File: config.mk
export PLATFORM = sky130hd
export DESIGN_NAME = msg_stream_arbiter
export DESIGN_NICKNAME = d
export VERILOG_FILES = /design/src/rtl/msg_stream_arbiter.sv
export SDC_FILE = /design/constraint.sdc
export NUM_CORES = 1
export LEC_CHECK = 0
export ABC_CLOCK_PERIOD_IN_PS = 6100
export CORE_AREA = 5 5 145 147
export CTS_BUF_LIST = sky130_fd_sc_hd__clkbuf_4 sky130_fd_sc_hd__clkbuf_8
export DETAILED_ROUTE_END_ITERATION = 10
export DIE_AREA = 0 0 150 152
export GPL_ROUTABILITY_DRIVEN = 0
export GPL_TIMING_DRIVEN = 0
export PLACE_DENSITY = 0.64
export SLEW_MARGIN = 10
export SYNTH_ARGS = -nofsm -noshare
export SYNTH_HDL_FRONTEND = slang
export SYNTH_SLANG_ARGS = --single-unit
File: constraint.sdc
create_clock -name clk -period 6.1 [get_ports clk]
set_clock_uncertainty 0.05 [all_clocks]
set_input_delay 1.525 -clock clk [delete_from_list [all_inputs] [get_ports clk]]
set_output_delay 1.525 -clock clk [all_outputs]
set_load 0.01 [all_outputs]
File: src/rtl/msg_stream_arbiter.sv
// msg_stream_arbiter: packet-locked round-robin arbiter forwarding one AXI-Stream source at a time.
// Optional beat limit with truncation/drain enabled by ARB_BEAT_LIMIT_EN.
module msg_stream_arbiter #(
  parameter int NUM_SRC     = 4,
  parameter int DATA_BYTES  = 8,
  parameter int TKEEP_WIDTH = 8,
  parameter int MAX_BEATS   = 4
) (
  input  logic                              clk,
  input  logic                              rst,
  input  logic [NUM_SRC-1:0]                s_tvalid,
  output logic [NUM_SRC-1:0]                s_tready,
  input  logic [NUM_SRC-1:0]                s_tlast,
  input  logic [NUM_SRC-1:0]                s_tuser,
  input  logic [NUM_SRC*TKEEP_WIDTH-1:0]    s_tkeep,
  input  logic [NUM_SRC*8*DATA_BYTES-1:0]   s_tdata,
  output logic                              m_tvalid,
  input  logic                              m_tready,
  output logic                              m_tlast,
  output logic                              m_tuser,
  output logic [TKEEP_WIDTH-1:0]            m_tkeep,
  output logic [8*DATA_BYTES-1:0]           m_tdata,
  output logic [NUM_SRC-1:0]                grant,
  output logic                              busy
);
  localparam int DW = 8 * DATA_BYTES;
  localparam int PW = $clog2(NUM_SRC);
`ifdef ARB_BEAT_LIMIT_EN
  localparam int CW = $clog2(MAX_BEATS + 1);
  typedef enum logic [1:0] {IDLE, XFER, DRAIN} state_t;
  logic [CW-1:0] cnt_q, cnt_d;
`else
  typedef enum logic {IDLE, XFER} state_t;
`endif
  state_t state_q, state_d;
  logic [PW-1:0] rr_q, rr_d, g_q, g_d, pick, nxt;
  logic [NUM_SRC-1:0] grant_q, grant_d;
  logic mv_q, mv_d, ml_q, ml_d, mu_q, mu_d;
  logic [TKEEP_WIDTH-1:0] mk_q, mk_d;
  logic [DW-1:0] md_q, md_d;
  logic found, ready, acc, sl, su;
  logic [TKEEP_WIDTH-1:0] sk;
  logic [DW-1:0] sd;
  always_comb begin
    pick  = '0;
    found = 1'b0;
    for (int i = 0; i < NUM_SRC; i++) begin
      if (!found && s_tvalid[(int'(rr_q) + i) % NUM_SRC]) begin
        found = 1'b1;
        pick  = PW'((int'(rr_q) + i) % NUM_SRC);
      end
    end
  end
  assign sl = s_tlast[g_q];
  assign su = s_tuser[g_q];
  assign sk = s_tkeep[g_q*TKEEP_WIDTH +: TKEEP_WIDTH];
  assign sd = s_tdata[g_q*DW +: DW];
`ifdef ARB_BEAT_LIMIT_EN
  assign ready = (state_q == XFER) ? (!mv_q || m_tready) : (state_q == DRAIN);
`else
  assign ready = (state_q == XFER) && (!mv_q || m_tready);
`endif
  assign s_tready = ready ? grant_q : '0;
  assign acc = s_tvalid[g_q] && ready;
  assign nxt = (g_q == PW'(NUM_SRC - 1)) ? '0 : g_q + 1'b1;
  always_comb begin
    state_d = state_q;
    rr_d    = rr_q;
    g_d     = g_q;
    grant_d = grant_q;
    mv_d    = mv_q && !m_tready;
    ml_d    = ml_q;
    mu_d    = mu_q;
    mk_d    = mk_q;
    md_d    = md_q;
`ifdef ARB_BEAT_LIMIT_EN
    cnt_d   = cnt_q;
`endif
    if (state_q == IDLE) begin
      if (found) begin
        state_d = XFER;
        g_d     = pick;
        grant_d = NUM_SRC'(1) << pick;
      end
    end else if (acc) begin
      if (state_q == XFER) begin
        mv_d = 1'b1;
        ml_d = sl;
        mu_d = su;
        mk_d = sk;
        md_d = sd;
`ifdef ARB_BEAT_LIMIT_EN
        cnt_d = cnt_q + 1'b1;
        if (!sl && cnt_q == CW'(MAX_BEATS - 1)) begin
          ml_d    = 1'b1;
          mu_d    = 1'b1;
          state_d = DRAIN;
          cnt_d   = '0;
        end
`endif
      end
      if (sl) begin
        state_d = IDLE;
        rr_d    = nxt;
        grant_d = '0;
`ifdef ARB_BEAT_LIMIT_EN
        cnt_d   = '0;
`endif
      end
    end
  end
  always_ff @(posedge clk or posedge rst) begin
    if (rst) begin
      state_q <= IDLE;
      rr_q    <= '0;
      g_q     <= '0;
      grant_q <= '0;
      mv_q    <= 1'b0;
      ml_q    <= 1'b0;
      mu_q    <= 1'b0;
      mk_q    <= '0;
      md_q    <= '0;
`ifdef ARB_BEAT_LIMIT_EN
      cnt_q   <= '0;
`endif
    end else begin
      state_q <= state_d;
      rr_q    <= rr_d;
      g_q     <= g_d;
      grant_q <= grant_d;
      mv_q    <= mv_d;
      ml_q    <= ml_d;
      mu_q    <= mu_d;
      mk_q    <= mk_d;
      md_q    <= md_d;
`ifdef ARB_BEAT_LIMIT_EN
      cnt_q   <= cnt_d;
`endif
    end
  end
  assign m_tvalid = mv_q;
  assign m_tlast  = ml_q;
  assign m_tuser  = mu_q;
  assign m_tkeep  = mk_q;
  assign m_tdata  = md_q;
  assign grant    = grant_q;
  assign busy     = state_q != IDLE;
endmodule

* Word-level counts from Yosys, hierarchy flattened
Index checks and enable logic that the tools add are counted.
Storage, ports and cells: flip-flop bits (word level) 84, latch bits 0, memory bits (writable) 0, bits in read-only memories 0, input bits 303, output and inout port bits 84, word-level logic and storage cells 85, memories 0
Cells by class: add/sub/neg operators 4, $mul 0, divide/modulo/power cells 0, $lt $le $gt $ge 5, eq/ne operators 3, shifts and indexed selects 3, multiplexer cells 37, bitwise logic cells 4, reductions and logical operators 20
Operators by type and width (count):
- 256-bit by 9-bit indexed part select with 64-bit output | 1
- 32-bit by 6-bit indexed part select with 8-bit output | 1
- 1-bit 2-to-1 mux | 20
- 4-bit 2-to-1 mux | 5
- 1-bit binary-select mux with 2-bit select | 7
- 3-bit by 4-bit less-than comparator with 1-bit output, second input constant | 3
- 2-bit 2-to-1 mux | 5
- 1-bit logical AND | 6
- 2-bit by 3-bit less-than comparator with 1-bit output, second input constant | 2
- 3-bit AND reduction | 2
- 2-bit OR reduction | 3
- 1-bit zero test | 5
- 2-bit by 1-bit adder with 2-bit output, second input constant | 2
- 2-bit adder, second input constant | 2
- 2-bit by 1-bit != test with 1-bit output, second input constant | 2
- 2-bit AND reduction | 2
- 1-bit by 2-bit left shift with 4-bit output, first input constant | 1
- 1-bit AND, first input constant | 3
- 2-bit == test, second input constant | 1
- 2-bit nonzero test | 1
- 1-bit logical OR | 1
- 1-bit NOT | 1

* Logic depth before layout (Yosys ltp)
Gate-level depths: netlist of run 1.
depth in word-level cells 17, mapped depth 6, gate-level depth less buffers 4

* Worst setup path before layout of run 1
Ideal clock, no wire load.
kind input port to output port, start point input port m_tready, end point output port s_tready[0], data arrival time 1934 ps, required time 4525 ps, path slack 2591 ps, stages 2, buffers on the path 0, cells stage by stage nand2b_1 and3_1
On the way: longest elaborated chain between the ends 3
RTL lines:
- start: declaration | line 18 | input logic m_tready,
- 1-bit logical OR | line 61 | assign ready = (state_q == XFER) && (!mv_q || m_tready);
- 1-bit logical AND | line 61
- 4-bit 2-to-1 mux | line 63 | assign s_tready = ready ? grant_q : '0;
- end: declaration | line 12 | output logic [NUM_SRC-1:0] s_tready,
No other way between the ends.

* Worst setup path in the final report of run 1
start point input port m_tready, end point output port s_tready[2]
The elaborated chain is that of the path after synthesis.

==> summary.txt, run 1 <==
Ys Warns: 0
startpoint types: primary input
R2R depth: 4
Reg2Reg Launch Point: g_q[1]
Setup TNS Final: 0 ns
die height: 152 um
synthesized area: 5130 um^2
Min-Delay Startpoint: m_tdata[50]
Critical Path RT: 4.53 ns
critical path class: in2out
fin crit period: 4.47 ns
IO Pins: 387
most frequent cells in the layout: clkdlybuf4s50_1 (386), dfrtp_1 (84), mux4_2 (75)
initial core utilization: 0.259
flop-to-flop setup slack: 3.78 ns
vias in the first global route: 5383
leading area contributor after synthesis: dfrtp_1
Max Fclk: 224 MHz
final worst path period share: 0.733
GR Util All Layers: 0.178
Sw Ratio: 0.340
layout cells sized above 1: 0.182
Logic pwr share: 0.623
Avg Synthesized Cell Area: 16.9 um^2
crit path cell chain: clkdlybuf4s50_1, nand2b_1, and3_1, clkdlybuf4s50_1
Cells on Worst Hold Path: 1
die area: 22800 um^2
Core Rows: 52
syn_nets: 608
TritonCTS buffer count: 9
# setup viols final: 0
clk_lat worst skew: 0.36 ns
Synth cell types: 30
register area share after synthesis: 0.410
Hold Vio Cnt, Final: 0
antenna violations before repair: 0
final net count: 1006
dpl hpwl: 17300 um
RSZ-0062 raised after global routing: false
antenna-violating nets left: 0
Buf/Inv on CP: 2
DR pass1 iterations: 4
Crit-path slowest cell: clkdlybuf4s50_1
min-delay worst type: reg2reg
DP Area: 9360 um^2
worst r2r dst: m_tdata[55]
Clock Path Buffers: 2
commonest non-fill, non-tap cell in the layout: clkdlybuf4s50_1
die width: 150 um
CP top delay family: buffers and inverters
max incr delay on CP: 0.54 ns
post-synth top area share: 0.410
number of clock sinks: 84
post_cts resized: 0
WL final: 20600 um
Cell Pwr Density: 395 nW/um^2
# H-tree levels: 3
Final Cell Area: 9550 um^2
ant diodes: 0
most area-consuming cells after synthesis: dfrtp_1 (41%), mux4_2 (33%), mux2_1 (13%)
CTS tree: built
internal power of the cells: 2500 uW
hold_buf cts: 0
relative slew slack: 0.560
CP Max Fanout: 6
pre-CTS WS: 1.62 ns
Sw Pwr: 1280 uW
Core Region: 19800 um^2
endpoint class of the critical path: output pin
max cap viols: 0
static leakage: 0.00362 uW
vias: 4629
Congestion Overflow GR: 0
clk root buf: clkbuf_8
WP data arrival: 2.90 ns
final setup margin: 1.63 ns
Max VDD drop: 0.162 mV
Clock Power Share: 0.109
FILL cells: 1819
PortBufs: 386
status: complete, no violations
count of final max-slew check failures: 0
Post-Synthesis Cells: 304
largest net degree at the start of global routing: 45
number of vias per cell: 4.75
Avg WL per Cell: 21.1 um
number of remaining DRC errors: 0
Seq pwr share: 0.268
Setup Fix Bufs, Post-CTS: 0
hold endpoint: m_tdata[50]
Detailed Route Iter0 Violations: 164
Most Frequent Cell on Critical Path: clkdlybuf4s50_1
Worst-path clk slew: 0.08 ns
Yosys reg bits: 84
Worst-Margin Slew: 0.660 ns
P&R area growth vs syn: 86.3%
first-pass GRT wire length: 31100 um
## metrics by stage
step | cells | hold slack (ns) | utilization | power, uW
global route | 975 | 0.459 | 0.483 | 4040
finish | 975 | 0.443 | 0.483 | 3780
floorplan | 304 | 0.454 | - | 2330
detailed placement | 961 | 0.430 | 0.473 | 3430
global placement | 960 | 0.424 | 0.472 | 3370
CTS | 975 | 0.449 | 0.483 | 3860
## layer usage
metal  GRT usage  vias up  share of wire
met1       0.202     2332           0.36
met3      0.0450       35          0.084
met5           0        -              0
met2       0.320      229           0.53
li1            -     2033              -
met4      0.0610        0          0.025
## cell type report
type | count | area (um^2) | area share
well taps | 270 | 338 | 0.0354
plain buffers | 27 | 241 | 0.0253
repair buffers | 387 | 3890 | 0.407
inverters | 3 | 13.8 | 0.00144
multi-input cells | 190 | 2770 | 0.290
flip-flops and latches | 84 | 2100 | 0.220
clock buffers | 12 | 159 | 0.0166
clock inverters | 2 | 35.0 | 0.00367
## registers in the layout, summed over array words and instances (netlist names)
name,flops
busy,1
g_q,2
grant,4
m_tdata,64
m_tkeep,8
m_tlast,1
m_tuser,1
m_tvalid,1
rr_q,2
## worst max-delay path by stage
stage / start / end / slack (ns) / cells after the start
floorplan: rst / busy / 2.36 / 1
global placement: rst / m_tlast / 0.91 / 2
detailed placement: m_tready / s_tready[0] / 1.62 / 4
CTS: m_tready / s_tready[0] / 1.61 / 4
global route: m_tready / s_tready[2] / 1.54 / 4
finish: m_tready / s_tready[2] / 1.63 / 4
## cells in the mapped netlist
| master | number |
|---|---|
| a21o_1 | 1 |
| a21oi_1 | 4 |
| and3_1 | 4 |
| buf_12 | 5 |
| buf_2 | 8 |
| buf_4 | 1 |
| buf_6 | 3 |
| buf_8 | 2 |
| clkbuf_1 | 8 |
| dfrtp_1 | 84 |
| ha_1 | 1 |
| inv_1 | 3 |
| mux2_1 | 59 |
| mux2_2 | 16 |
| mux2i_1 | 1 |
| mux4_2 | 75 |
| nand2_1 | 9 |
| nand2b_1 | 2 |
| nand3_2 | 1 |
| nor2_1 | 3 |
| nor2b_1 | 1 |
| nor3_1 | 1 |
| nor4_1 | 1 |
| o21a_1 | 1 |
| o21ai_0 | 2 |
| o22a_1 | 1 |
| o22ai_1 | 1 |
| o32ai_1 | 4 |
| or2_2 | 1 |
| or3_1 | 1 |
## worst register-to-register path, cell delays in order, from the launching register on
cell      delay [ns]
dfrtp_1         0.47
buf_2           0.39
clkbuf_1        0.56
mux4_2          0.42
mux2_1          0.30
## power by group through the flow
stage,Sequential [uW],Combinational [uW],Clock (uW)
2_1_floorplan,1130,1200,0
3_3_place_gp,1010,2370,0
3_5_place_dp,1020,2400,0
4_1_cts,1010,2410,434
5_1_grt,1050,2530,459
6_report,1010,2350,413
## kinds of logic after synthesis
group / after synthesis / share of synthesized area
muxes: 151 / 0.496
DFF: 84 / 0.410
buffers and inverters: 30 / 0.0493
and+or+nand+nor: 24 / 0.0239
AOI/OAI and AO/OA: 14 / 0.0185
adders and majority gates: 1 / 0.00244
(Power assumes the default switching activity.)
==> inputs of run 2 (changes only) <==
Settings changed: ABC_CLOCK_PERIOD_IN_PS 6100 to 4000, CORE_AREA 5 5 145 147 to 5 5 149 151, DIE_AREA 0 0 150 152 to 0 0 154 156.
Clock period 6.1 ns to 4 ns, I/O delays scaled along.
==> run 2 against run 1 <==
Final cell count is 0.72% higher. Sequential power up 53%. Critical path depth unchanged. Die area up 5.4%. First-iteration DRC count is 4.3% higher. Register-to-register slack lost 2.0 ns. Hold slack worse by 0.0070 ns. Combinational power increased by 52%.
==> summary.txt, run 2 (synthesized netlist as in run 1, its figures left out) <==
final worst path period share: 0.860
register area: 2100 um^2 (unchanged)
layout cells sized above 1: 0.184 (+0.00232)
hold endpoint: m_tlast
Setup TNS Final: 0 ns (unchanged)
Worst-path clk slew: 0.08 ns (about the same)
number of remaining DRC errors: 0 (unchanged)
Avg WL per Cell: 21.3 um (+0.59%)
multi-input logic area: 2770 um^2 (unchanged)
GR Util All Layers: 0.169 (-0.00849)
min-delay worst type: reg2reg
post_cts resized: 0 (unchanged)
Cell Pwr Density: 612 nW/um^2 (+55%)
clk_lat worst skew: 0.36 ns (about the same)
Core Region: 20700 um^2 (+4.6%)
PortBufs: 386 (unchanged)
CTS tree: built
Cells on Worst Hold Path: 1 (unchanged)
startpoint types: primary input
WL final: 20900 um (+1.3%)
WP data arrival: 2.39 ns (-0.51 ns)
P&R area growth vs syn: 87.5%
die area: 24000 um^2 (+5.4%)
relative slew slack: 0.590 (+0.0295)
endpoint class of the critical path: output pin
IO Pins: 387 (unchanged)
worst r2r dst: m_tdata[26]
Clock Power Share: 0.128 (+0.019)
Sw Ratio: 0.335 (-0.00485)
number of clock sinks: 84 (unchanged)
Seq pwr share: 0.264 (-0.004)
Hold Vio Cnt, Final: 0 (unchanged)
status: complete, no violations
Final Cell Area: 9620 um^2 (+0.64%)
RSZ-0062 raised after global routing: false
Core Rows: 53 (+1.9%)
CP Max Fanout: 6 (unchanged)
count of final max-slew check failures: 0 (unchanged)
static leakage: 0.00364 uW (+0.57%)
vias: 4557 (-1.6%)
TritonCTS buffer count: 9 (unchanged)
hold_buf cts: 0 (unchanged)
internal power of the cells: 3910 uW (+57%)
Detailed Route Iter0 Violations: 171 (+4.3%)
die width: 154 um (+2.7%)
R2R depth: 4 (unchanged)
fin crit period: 3.44 ns
critical path class: in2out
Critical Path RT: 2.95 ns (-1.58 ns)
Setup Fix Bufs, Post-CTS: 0 (unchanged)
clk root buf: clkbuf_8
commonest non-fill, non-tap cell in the layout: clkdlybuf4s50_1
Logic pwr share: 0.609 (-0.014)
FILL cells: 1854 (+1.9%)
most frequent cells in the layout: clkdlybuf4s50_1 (386), dfrtp_1 (84), mux4_2 (75)
ant diodes: 0 (unchanged)
DP Area: 9370 um^2 (about the same)
Reg2Reg Launch Point: g_q[1]
initial core utilization: 0.248 (-0.0114)
Congestion Overflow GR: 0 (unchanged)
vias in the first global route: 5213 (-3.2%)
Min-Delay Startpoint: m_tlast
max FFs per register: 64 (unchanged)
# H-tree levels: 3 (unchanged)
DR pass1 iterations: 4 (unchanged)
# setup viols final: 0 (unchanged)
final net count: 1006 (unchanged)
antenna violations before repair: 0 (unchanged)
antenna-violating nets left: 0 (unchanged)
largest net degree at the start of global routing: 46 (+2.2%)
Worst-Margin Slew: 0.615 ns (-0.0442 ns)
die height: 156 um (+2.6%)
max cap viols: 0 (unchanged)
Max Fclk: 291 MHz
first-pass GRT wire length: 31400 um (+0.96%)
dpl hpwl: 17700 um (+2.7%)
Clock Path Buffers: 2 (unchanged)
Sw Pwr: 1970 uW (+53%)
Max VDD drop: 0.344 mV (+110%)
number of vias per cell: 4.64 (-2.3%)
flop-to-flop setup slack: 1.74 ns (-2.04 ns)
[run 2: power by group through the flow]
stage / Sequential [uW] / Clock, uW / Combinational (uW)
after floorplan: 1720 / 0 / 1830
after global placement: 1550 / 0 / 3620
after detailed placement: 1570 / 0 / 3670
after CTS: 1560 / 784 / 3670
after global routing: 1610 / 828 / 3870
final: 1550 / 751 / 3580
[run 2: per-stage QoR]
step / total power [uW] / cells / util / setup slack (ns) / hold WS (ns)
after CTS: 6020 / 982 / 0.465 / 0.560 / 0.439
after floorplan: 3550 / 304 / - / 0.785 / 0.454
after detailed placement: 5240 / 966 / 0.453 / 0.562 / 0.419
after global routing: 6300 / 982 / 0.465 / 0.438 / 0.455
final: 5880 / 982 / 0.465 / 0.559 / 0.436
after global placement: 5170 / 965 / 0.451 / -0.619 / 0.416
[run 2: worst max path at each step]
stage	from	end	slack [ns]
after CTS	m_tready	s_tready[2]	0.56
after floorplan	rst	busy	0.78
after global placement	rst	m_tdata[20]	-0.62
final	m_tready	s_tready[3]	0.56
after detailed placement	m_tready	s_tready[2]	0.56
after global routing	m_tready	s_tready[3]	0.44
[run 2: worst max-delay path: stages]
cell and delay, ns:
clkdlybuf4s50_1 0.44, nand2b_1 0.21, and3_1 0.20, clkdlybuf4s50_1 0.54
[run 2: area by class of cell]
class	instances	share of cell area
well taps	275	0.0358
plain buffers	27	0.0251
clock buffers	10	0.0143
repair buffers	387	0.405
clock inverters	6	0.0116
flip-flops and latches	84	0.219
inverters	3	0.00143
multi-input cells	190	0.288
[run 2: metal layers]
metal | vias up | global-route usage | wire length (um)
met5 | - | 0 | 0
met4 | 0 | 0.0559 | 489
met3 | 29 | 0.0438 | 1430
met2 | 219 | 0.300 | 11000
met1 | 2279 | 0.200 | 7950
li1 | 2030 | - | -
